--- src/rtl/fm_streamer.sv ---
// fm_streamer: reads one feature map from a synchronous-read BRAM and streams
// it row-major to a PE input. Zero padding is inserted on the fly, o_en stays
// high for the whole padded map plus the flush slots, and o_done pulses in the
// cycle right after the final o_en beat.

module fm_streamer #(
   parameter int FM_SIZE      = 8,
   parameter int PADDING      = 0,
   parameter int DATA_WIDTH   = 30,
   parameter int FLUSH_CYCLES = 2,
   parameter int ADDR_WIDTH   = $clog2(FM_SIZE*FM_SIZE)
) (
   input  logic                         i_clk,
   input  logic                         i_rst,
   input  logic                         i_start,
   output logic                         o_busy,
   output logic                         o_done,
   output logic                         o_rd_en,
   output logic [ADDR_WIDTH-1:0]        o_rd_addr,
   input  logic signed [DATA_WIDTH-1:0] i_rd_data,
   output logic                         o_en,
   output logic signed [DATA_WIDTH-1:0] o_data
);

   localparam int PS = FM_SIZE + 2*PADDING;
   localparam int CW = $clog2(PS + 1);
   localparam int FW = $clog2(FLUSH_CYCLES + 2);

   localparam logic [CW-1:0] LastPos  = CW'(PS - 1);
   localparam logic [FW-1:0] FlushEnd = FW'(FLUSH_CYCLES + 1);

   typedef enum logic [1:0] {IDLE, STREAM, FLUSH, DONE} state_t;

   state_t                  state_q, state_d;
   logic [CW-1:0]           row_q, row_d;
   logic [CW-1:0]           col_q, col_d;
   logic [ADDR_WIDTH-1:0]   nextAddr_q, nextAddr_d;
   logic [FW-1:0]           flushCnt_q, flushCnt_d;
   logic                    rdEn_q, rdEn_d;
   logic [ADDR_WIDTH-1:0]   rdAddr_q, rdAddr_d;
   logic                    issValid_q, issValid_d;
   logic                    issPad_q, issPad_d;
   logic                    alignValid_q, alignPad_q;
   logic                    en_q;
   logic signed [DATA_WIDTH-1:0] data_q;
   logic                    done_q;

   logic [CW-1:0]           curRow, curCol;
   logic [ADDR_WIDTH-1:0]   issueAddr;
   logic                    posPad, posLast;

   // Position being issued this cycle; a fresh map always starts at (0,0), address 0
   always_comb begin
      curRow    = row_q;
      curCol    = col_q;
      issueAddr = nextAddr_q;
      if (state_q == IDLE) begin
         curRow    = '0;
         curCol    = '0;
         issueAddr = '0;
      end
      posPad  = (int'(curRow) < PADDING) || (int'(curRow) >= PADDING + FM_SIZE) ||
                (int'(curCol) < PADDING) || (int'(curCol) >= PADDING + FM_SIZE);
      posLast = (curRow == LastPos) && (curCol == LastPos);
   end

   // Next-state and issue-stage decode; FLUSH issues the flush slots and then
   // waits two drain cycles so DONE lines up behind the last pixel in flight
   always_comb begin
      state_d    = state_q;
      row_d      = row_q;
      col_d      = col_q;
      nextAddr_d = nextAddr_q;
      flushCnt_d = flushCnt_q;
      rdEn_d     = 1'b0;
      rdAddr_d   = rdAddr_q;
      issValid_d = 1'b0;
      issPad_d   = 1'b0;

      if ((state_q == STREAM) || ((state_q == IDLE) && i_start)) begin
         issValid_d = 1'b1;
         issPad_d   = posPad;
         rdEn_d     = !posPad;
         if (!posPad) begin
            rdAddr_d   = issueAddr;
            nextAddr_d = issueAddr + 1'b1;
         end else begin
            nextAddr_d = issueAddr;
         end
         if (posLast) begin
            state_d = FLUSH;
            row_d   = '0;
            col_d   = '0;
         end else begin
            state_d = STREAM;
            if (curCol == LastPos) begin
               col_d = '0;
               row_d = curRow + 1'b1;
            end else begin
               col_d = curCol + 1'b1;
               row_d = curRow;
            end
         end
      end else if (state_q == FLUSH) begin
         if (int'(flushCnt_q) < FLUSH_CYCLES) begin
            issValid_d = 1'b1;
            issPad_d   = 1'b1;
         end
         if (flushCnt_q == FlushEnd) begin
            state_d    = DONE;
            flushCnt_d = '0;
         end else begin
            flushCnt_d = flushCnt_q + 1'b1;
         end
      end else if (state_q == DONE) begin
         state_d = IDLE;
      end
   end

   // FSM, counters and issue-stage registers
   always_ff @(posedge i_clk or posedge i_rst) begin
      if (i_rst) begin
         state_q    <= IDLE;
         row_q      <= '0;
         col_q      <= '0;
         nextAddr_q <= '0;
         flushCnt_q <= '0;
         rdEn_q     <= 1'b0;
         rdAddr_q   <= '0;
         issValid_q <= 1'b0;
         issPad_q   <= 1'b0;
      end else begin
         state_q    <= state_d;
         row_q      <= row_d;
         col_q      <= col_d;
         nextAddr_q <= nextAddr_d;
         flushCnt_q <= flushCnt_d;
         rdEn_q     <= rdEn_d;
         rdAddr_q   <= rdAddr_d;
         issValid_q <= issValid_d;
         issPad_q   <= issPad_d;
      end
   end

   // Delay valid/pad one cycle to meet the BRAM data, then register the stream
   always_ff @(posedge i_clk or posedge i_rst) begin
      if (i_rst) begin
         alignValid_q <= 1'b0;
         alignPad_q   <= 1'b0;
         en_q         <= 1'b0;
         data_q       <= '0;
      end else begin
         alignValid_q <= issValid_q;
         alignPad_q   <= issPad_q;
         en_q         <= alignValid_q;
         data_q       <= (alignValid_q && !alignPad_q) ? i_rd_data : '0;
      end
   end

   // Done pulse follows the DONE state by one cycle, i.e. right after the last o_en beat
   always_ff @(posedge i_clk or posedge i_rst) begin
      if (i_rst) begin
         done_q <= 1'b0;
      end else begin
         done_q <= (state_q == DONE);
      end
   end

   assign o_busy    = (state_q != IDLE) || done_q;
   assign o_done    = done_q;
   assign o_rd_en   = rdEn_q;
   assign o_rd_addr = rdAddr_q;
   assign o_en      = en_q;
   assign o_data    = data_q;

endmodule

--- config.mk ---
export PLATFORM = sky130hd
export DESIGN_NAME = fm_streamer
export DESIGN_NICKNAME = d
export VERILOG_FILES = /design/src/rtl/fm_streamer.sv
export SDC_FILE = /design/constraint.sdc
export NUM_CORES = 1
export LEC_CHECK = 0
export CAP_MARGIN = 25
export CORE_MARGIN = 3
export CORE_UTILIZATION = 25
export CTS_BUF_LIST = sky130_fd_sc_hd__clkbuf_8 sky130_fd_sc_hd__clkbuf_16
export DETAILED_ROUTE_END_ITERATION = 10
export SYNTH_ARGS = -nofsm -noshare
export SYNTH_HDL_FRONTEND = slang
export SYNTH_SLANG_ARGS = --single-unit
export TNS_END_PERCENT = 30
--- constraint.sdc ---
create_clock -name i_clk -period 2.95 [get_ports i_clk]
set_clock_uncertainty 0.05 [all_clocks]
set_input_delay 0.4425 -clock i_clk [delete_from_list [all_inputs] [get_ports i_clk]]
set_output_delay 0.4425 -clock i_clk [all_outputs]
set_load 0.1 [all_outputs]
Word-level counts from Yosys, hierarchy flattened
Cells that the tools add are included.
Operators by class
  equality and inequality tests: 7
  add/subtract/negate cells: 4
  reductions and logical operators: 14
  bitwise gates (word level): 2
  multiplexer cells: 20
  $lt $le $gt $ge: 3
Operators by type and width (number)
  2-to-1 mux 30 bit: 1
  2-to-1 mux 4 bit: 6
  2-to-1 mux 2 bit: 6
  2-to-1 mux 6 bit: 2
  adder 4 x 1 -> 4 bit, second input constant: 2
  equality test 4 x 3 -> 1 bit, second input constant: 2
  greater-or-equal comparator 4 bit, second input constant: 2
  adder 6 x 1 -> 6 bit, second input constant: 1
  equality test 2 bit, second input constant: 3
  AND reduction 2 bit: 3
  2-to-1 mux 1 bit: 5
  logical AND 1 bit: 3
  logical OR 1 bit: 3
  inequality test 3 x 2 -> 1 bit, second input constant: 1
  nonzero test 3 bit: 1
  adder 2 x 1 -> 2 bit, second input constant: 1
  equality test 2 x 1 -> 1 bit, second input constant: 1
  logical NOT 1 bit: 2
  logical NOT 2 bit: 1
  < comparator 2 bit, second input constant: 1
  NOT 1 bit: 2
  nonzero test 2 bit: 1
Word-level totals
  output and inout bits: 40
  logic and storage cells: 64
  register bits after elaboration: 61
  bits of input ports: 33

Longest topological paths before layout
Gate-level depths: netlist of run 1.
  depth in word-level cells: 6
  depth in mapped cells: 8
  gate-level depth less buffers: 6

Least setup slack after synthesis of run 1
OpenSTA, ideal clock, no wires.
  path type: register to output
  start point: register done_q (netlist: o_done)
  end point: output port o_busy
  stages on the path, launching flop included: 2
  arrival: 1.702 ns
  required time: 2.457 ns
  path slack: 0.755 ns
  buffers on the path: 0
  cells stage by stage: dfrtp_1 or3_1
Between the ends
  cells in the longest elaborated chain, start to end: 1
Ends and longest elaborated chain
  from (decl): RTL line 46  | logic done_q;
  from (signal assigned): RTL line 165  | done_q <= (state_q == DONE);
  logical OR 1 bit: RTL line 169  | assign o_busy = (state_q != IDLE) || done_q;
  to (decl): RTL line 16  | output logic o_busy,
No other way between the ends.

Worst setup path after layout of run 1
  start point: register state_q[1]
  end point: register row_q[3]
Between the ends
  cells in the longest elaborated chain, start to end: 5
  elaborated cells on any way between the ends: 12
  classes of those cells: add/sub (1); eq/ne (3); mux (4); reduce/logical (4)
Ends and longest elaborated chain
  from (decl): RTL line 34  | state_t state_q, state_d;
  from (signal assigned): RTL line 133  | state_q <= state_d;
  logical NOT 2 bit: RTL line 57, 80
  2-to-1 mux 4 bit: RTL line 57  | if (state_q == IDLE) begin
  adder 4 x 1 -> 4 bit, or another cell as far along: RTL line 98  | row_d = curRow + 1'b1;
  2-to-1 mux 4 bit or logical AND 1 bit (tied branches): RTL line 96, 64
  2-to-1 mux 4 bit: RTL line 90  | if (posLast) begin
  to (signal assigned): RTL line 134  | row_q <= row_d;
  to (decl): RTL line 35  | logic [CW-1:0] row_q, row_d;
Parallel ways exist; a longest one is shown, timed or not.
A chain may end at the register's enable or synchronous reset.

==> metrics.csv, run 1 <==
metric;value;unit
place_congestion;0.775;
cts_tree;yes;
min_to;alignPad_q;
synth-simple-area-share;19.4;%
ios;73;
placed_area;3180;um^2
ant_nets;0;
syn_inst;193;
antenna_found_initial;0;
cp-end-kind;flop;
layout-drive-gt1-share;24.6;%
grt_usage;9.75;%
status;completed;
die_area;10800;um^2
cp_data_arrival_time;2.49;ns
io_buffers;72;
min-delay-start;issPad_q;
tightest_slew;0.599;ns
relSlewSlack;60.0;%
dr.pass1.iters;4;
synth_top_family_by_area;simple AND/OR/NAND/NOR gates;
finalInstanceArea;3380;um^2
grt_max_degree;37;
min_period;2.28;ns
slew_violations;0;
crit_fanout;14;
start_util;25.8;%
synthMuxAreaShare;2.77;%
clock-root-buffer;clkbuf_8;
fin_crit_sh;77.2;%
cts_hold_buffers;0;
cts_setup_buffers;0;
seq_area_frac_synth;63.8;%
rows;35;
syn2layout_area_growth;41.1;%
via_per_inst;4.08;
path_class;flop to flop;
drc_errors;0;
grt_overflow;0;
dr_total_vias;1652;
start_kind;flop;
n_antenna_cell;0;
synth_edf_count;0;
synth_seq_cells;61;
cts_buffers;9;
cts_buffer_depth;2;
drt_wl_total;5040;um
fmax;439;MHz
clkSinkCount;61;
syn_area;2390;um^2
grt_pass1_vias;1663;
grt.met2_usage;15.5;%
whs_path_depth;0;
synth_flop_cell;dfrtp_1;
synthesis.nets;230;
synthAdderAreaFrac;2.09;%
cts_resized;0;
crit_start;state_q[1];
busiest_layer;met2;
critPathRequiredTime;3.16;ns
worstReg2RegEnd;row_q[3];
cts_max_level;3;
fin_tns_setup;0;ns
hold_viol;0;
die_w;104;um
ys_warn_count;0;
coreArea;9280;um^2
drt-initial-drc-count;72;
setup_viol;0;
grt_pass1_wl;8430;um
globalRouteMet1Util;12.2;%
clock_latency;0.33;ns
rrSetupSlack;0.67;ns
clk_pin_slew;0.07;ns
die_h;104;um
min_path_type;flop to flop;
ys_types;43;
avgSynthCellArea;12.4;um^2
rsz0062_at_grt;no;
regToRegStartpoint;state_q[1];
wl_per_cell;12.5;um
fin_nets;308;
r2r_cells;6;
synth_xor_area_share;1.10;%
use_met3;3.05;%
synth_compound_area_share;8.31;%
dp_hpwl;3600;um
drv_cap;0;
synthArstFlopShare;100;%
layout by cell type, fill, tap and decap left out, types with 3 or more instances in the layout:
cell and count:
a21o_1 4, a21oi_1 3, and2_1 37, and3_1 5, buf_4 44, clkbuf_8 10, clkdlybuf4s50_1 32, dfrtp_1 61
ha_1 4, inv_1 6, mux2_2 5, nand2_1 9, nand2b_1 3, nand3_1 3, nor2_1 3, nor3_1 3
o211ai_1 4, o21ai_0 3, xor2_1 3
metal layers:
| layer | part of all wire, % | wire [um] |
|---|---|---|
| met5 | 0 | 0 |
| met4 | 1.8 | 91 |
| met3 | 4.7 | 237 |
| met2 | 48 | 2440 |
| met1 | 45 | 2280 |
cell families (layout without fill, tap and decap cells):
family | Yosys count | after routing
DFF | 61 | 61
muxes | 6 | 6
and+or+nand+nor | 76 | 76
buffers and inverters | 15 | 98
xor gates and xnor gates | 3 | 3
adders and majority gates | 4 | 4
AOI/OAI and AO/OA | 28 | 28
layout make-up:
cell class                      instances  area [um^2]
Fill cell                             932         5910
Sequential cell                        61         1530
Multi-Input combinational cell        117          807
Timing Repair Buffer                   77          671
Tap cell                              129          161
Clock buffer                           10          138
Clock inverter                          6         55.1
Inverter                                5         18.8
synthesized netlist by cell type, types with 2 or more instances:
cell / n / area share [%]
clkbuf_1: 7 / 1.1
nand2b_1: 3 / 0.78
and3_1: 5 / 1.3
dfrtp_1: 61 / 64
ha_1: 4 / 2.1
a21oi_1: 3 / 0.63
buf_2: 3 / 0.63
or3b_1: 2 / 0.73
o31ai_1: 2 / 0.63
nor2_1: 3 / 0.47
o41ai_1: 2 / 0.73
nor3_1: 3 / 0.63
inv_1: 5 / 0.78
nand2_1: 9 / 1.4
mux2_2: 5 / 2.4
o211ai_1: 4 / 1.3
nand3_1: 3 / 0.63
a21o_1: 4 / 1.3
xor2_1: 3 / 1.1
o21ai_0: 3 / 0.63
and2_1: 37 / 9.7
sequential cells by signal, summed over array words and instances, names as in the netlist, 2 cells and up:
signal / flops
nextAddr_q: 6
col_q: 4
row_q: 4
o_data: 30
state_q: 2
flushCnt_q: 2
o_rd_addr: 6
worst max-delay path by stage:
| stage | endpoint | slack (ns) | cells after the start |
|---|---|---|---|
| 5_1_grt | row_q[3] | 0.44 | 6 |
| 6_report | row_q[3] | 0.67 | 6 |
| 2_1_floorplan | o_busy | 0.76 | 1 |
| 3_5_place_dp | row_q[3] | 0.68 | 6 |
| 3_3_place_gp | row_q[3] | 0.76 | 6 |
| 4_1_cts | row_q[3] | 0.66 | 6 |
through the flow:
step                utilization [%]  std cells  setup slack (ns)  hold slack, ns
floorplan                         -        193             0.755           0.281
global placement               34.3        389             0.757           0.282
detailed placement             34.3        389             0.675           0.288
CTS                            36.4        405             0.656           0.303
global route                   36.4        405             0.439           0.305
finish                         36.4        405             0.672           0.300
critical path, cell delays in order, from the launching register on:
cell and delay (ns):
dfrtp_1 0.59, or2_0 0.42, and2_1 0.19, ha_1 0.20, nand3b_1 0.13, or4b_1 0.52, nand3_1 0.09
Power of run 1 is not shown: default switching activity piles up to over one toggle a cycle in this logic, so the estimate is an artifact.
==> inputs of run 2 (changes only) <==
- clock period: 2.95 -> 2.2 ns (I/O delays scaled with it)
==> metrics.csv, run 2 (synthesis results as in run 1) <==
metric;value;unit;change
start_util;25.8;%;unchanged
min_path_type;flop to flop;;unchanged
grt_usage;10.1;%;was 9.75%
ant_nets;0;;unchanged
cp-end-kind;flop;;unchanged
via_per_inst;4.18;;was 4.08
ios;73;;unchanged
drt-initial-drc-count;65;;was 72
whs_path_depth;0;;unchanged
slew_violations;0;;unchanged
mostFrequentLayoutCells;61 x dfrtp_1, 47 x buf_4, 37 x and2_1;;was 61 x dfrtp_1, 44 x buf_4, 37 x and2_1
critPathRequiredTime;2.41;ns;was 3.16 ns
clkSinkCount;61;;unchanged
stdcell_count;408;;was 405
drc_errors;0;;unchanged
path_class;flop to flop;;unchanged
min-delay-start;issValid_q;;was issPad_q
grt_pass1_vias;1718;;was 1,663
fin_crit_sh;88.3;%;was 77.2%
grt_overflow;0;;unchanged
drt_wl_total;4990;um;was 5040 um
regToRegStartpoint;state_q[0];;was state_q[1]
relSlewSlack;74.1;%;was 60.0%
status;completed;;unchanged
cts_buffers;9;;unchanged
drv_cap;0;;unchanged
worstReg2RegEnd;row_q[3];;unchanged
dp_hpwl;3510;um;was 3600 um
fin_tns_setup;0;ns;unchanged
die_w;104;um;unchanged
setup_viol;0;;unchanged
slowest_delay;0.56;ns;was 0.59 ns
start_kind;flop;;unchanged
r2r_cells;6;;unchanged
rsz0062_at_grt;no;;unchanged
rows;35;;unchanged
slowest_stage;or4b_1;;was dfrtp_1
rrSetupSlack;0.26;ns;was 0.67 ns
min_period;1.94;ns;was 2.28 ns
clock_latency;0.32;ns;was 0.33 ns
clock-root-buffer;clkbuf_8;;unchanged
wl_per_cell;12.2;um;was 12.5 um
dr.pass1.iters;4;;unchanged
antenna_found_initial;0;;unchanged
place_congestion;0.725;;was 0.775
fin_nets;311;;was 308
dp_cells;392;;was 389
cp_data_arrival_time;2.15;ns;was 2.49 ns
largest_reg_flops;30;;unchanged
clk_pin_slew;0.07;ns;about the same
io_buffers;72;;unchanged
cts_hold_buffers;0;;unchanged
fmax;515;MHz;was 439 MHz
final_core_util;36.6;%;was 36.4%
min_to;alignValid_q;;was alignPad_q
die_h;104;um;unchanged
grt_max_degree;62;;was 37
cts_tree;yes;;unchanged
hold_viol;0;;unchanged
syn2layout_area_growth;42.0;%;was 41.1%
grt_pass1_wl;8840;um;was 8430 um
die_area;10800;um^2;unchanged
n_antenna_cell;0;;unchanged
crit_fanout;9;;was 14
finalInstanceArea;3400;um^2;was 3380 um^2
coreArea;9280;um^2;unchanged
dr_total_vias;1707;;was 1,652
tightest_slew;0.387;ns;was 0.599 ns
path_cells;or2_1, and2_1, ha_1, nand3b_1, or4b_1, nand3_1;;was or2_0, and2_1, ha_1, nand3b_1, or4b_1, nand3_1
cts_max_level;3;;unchanged
final_common_cell;dfrtp_1;;unchanged
cts_buffer_depth;2;;unchanged
placed_area;3210;um^2;was 3180 um^2
layout-drive-gt1-share;25.4;%;was 24.6%
run 2: cell count changes in the layout (fill, tap and decap cells not counted):
cell and delta:
buf_4 +3, or2_0 -1, or2_1 +1
run 2: cell type report:
class,count,area [um^2]
clock inverters,6,55.1
flip-flops and latches,61,1530
repair buffers,80,693
fillers,953,5880
well taps,129,161
inverters,5,18.8
multi-input cells,117,807
clock buffers,10,138
run 2: worst max-delay path, delay by kind of cell (launching register included):
kind / cells / cell delay (ns)
adders and majority gates: 1 / 0.20
DFF: 1 / 0.33
and+or+nand+nor: 5 / 1.29
run 2: how the worst max path moves through the flow:
| stage | cells past startpoint | start | endpoint |
|---|---|---|---|
| 2_1_floorplan | 1 | o_done | o_busy |
| 3_3_place_gp | 6 | state_q[0] | row_q[3] |
| 3_5_place_dp | 6 | state_q[0] | row_q[3] |
| 4_1_cts | 6 | state_q[0] | row_q[3] |
| 5_1_grt | 7 | state_q[1] | col_q[3] |
| 6_report | 6 | state_q[0] | row_q[3] |
run 2: routing by layer:
metal  part of all wire, %  GRT usage, %
met4                   1.1          3.13
met3                   4.4          3.49
met1                    44          13.1
met5                     0             0
met2                    51          16.1
run 2: what timing repair did:
| item | CTS | global route |
|---|---|---|
| resized for setup | 0 | 1 |
| buffers inserted | 0 | 0 |
| setup endpoints to repair | 0 | 5 |
run 2: stage by stage:
| stage | setup slack [ns] | hold slack (ns) |
|---|---|---|
| 6_report | 0.258 | 0.294 |
| 5_1_grt | 0.0681 | 0.309 |
| 4_1_cts | 0.121 | 0.301 |
| 3_5_place_dp | 0.130 | 0.287 |
| 3_3_place_gp | 0.185 | 0.284 |
| 2_1_floorplan | 0.118 | 0.281 |
Power of run 2 is left out for the same reason.
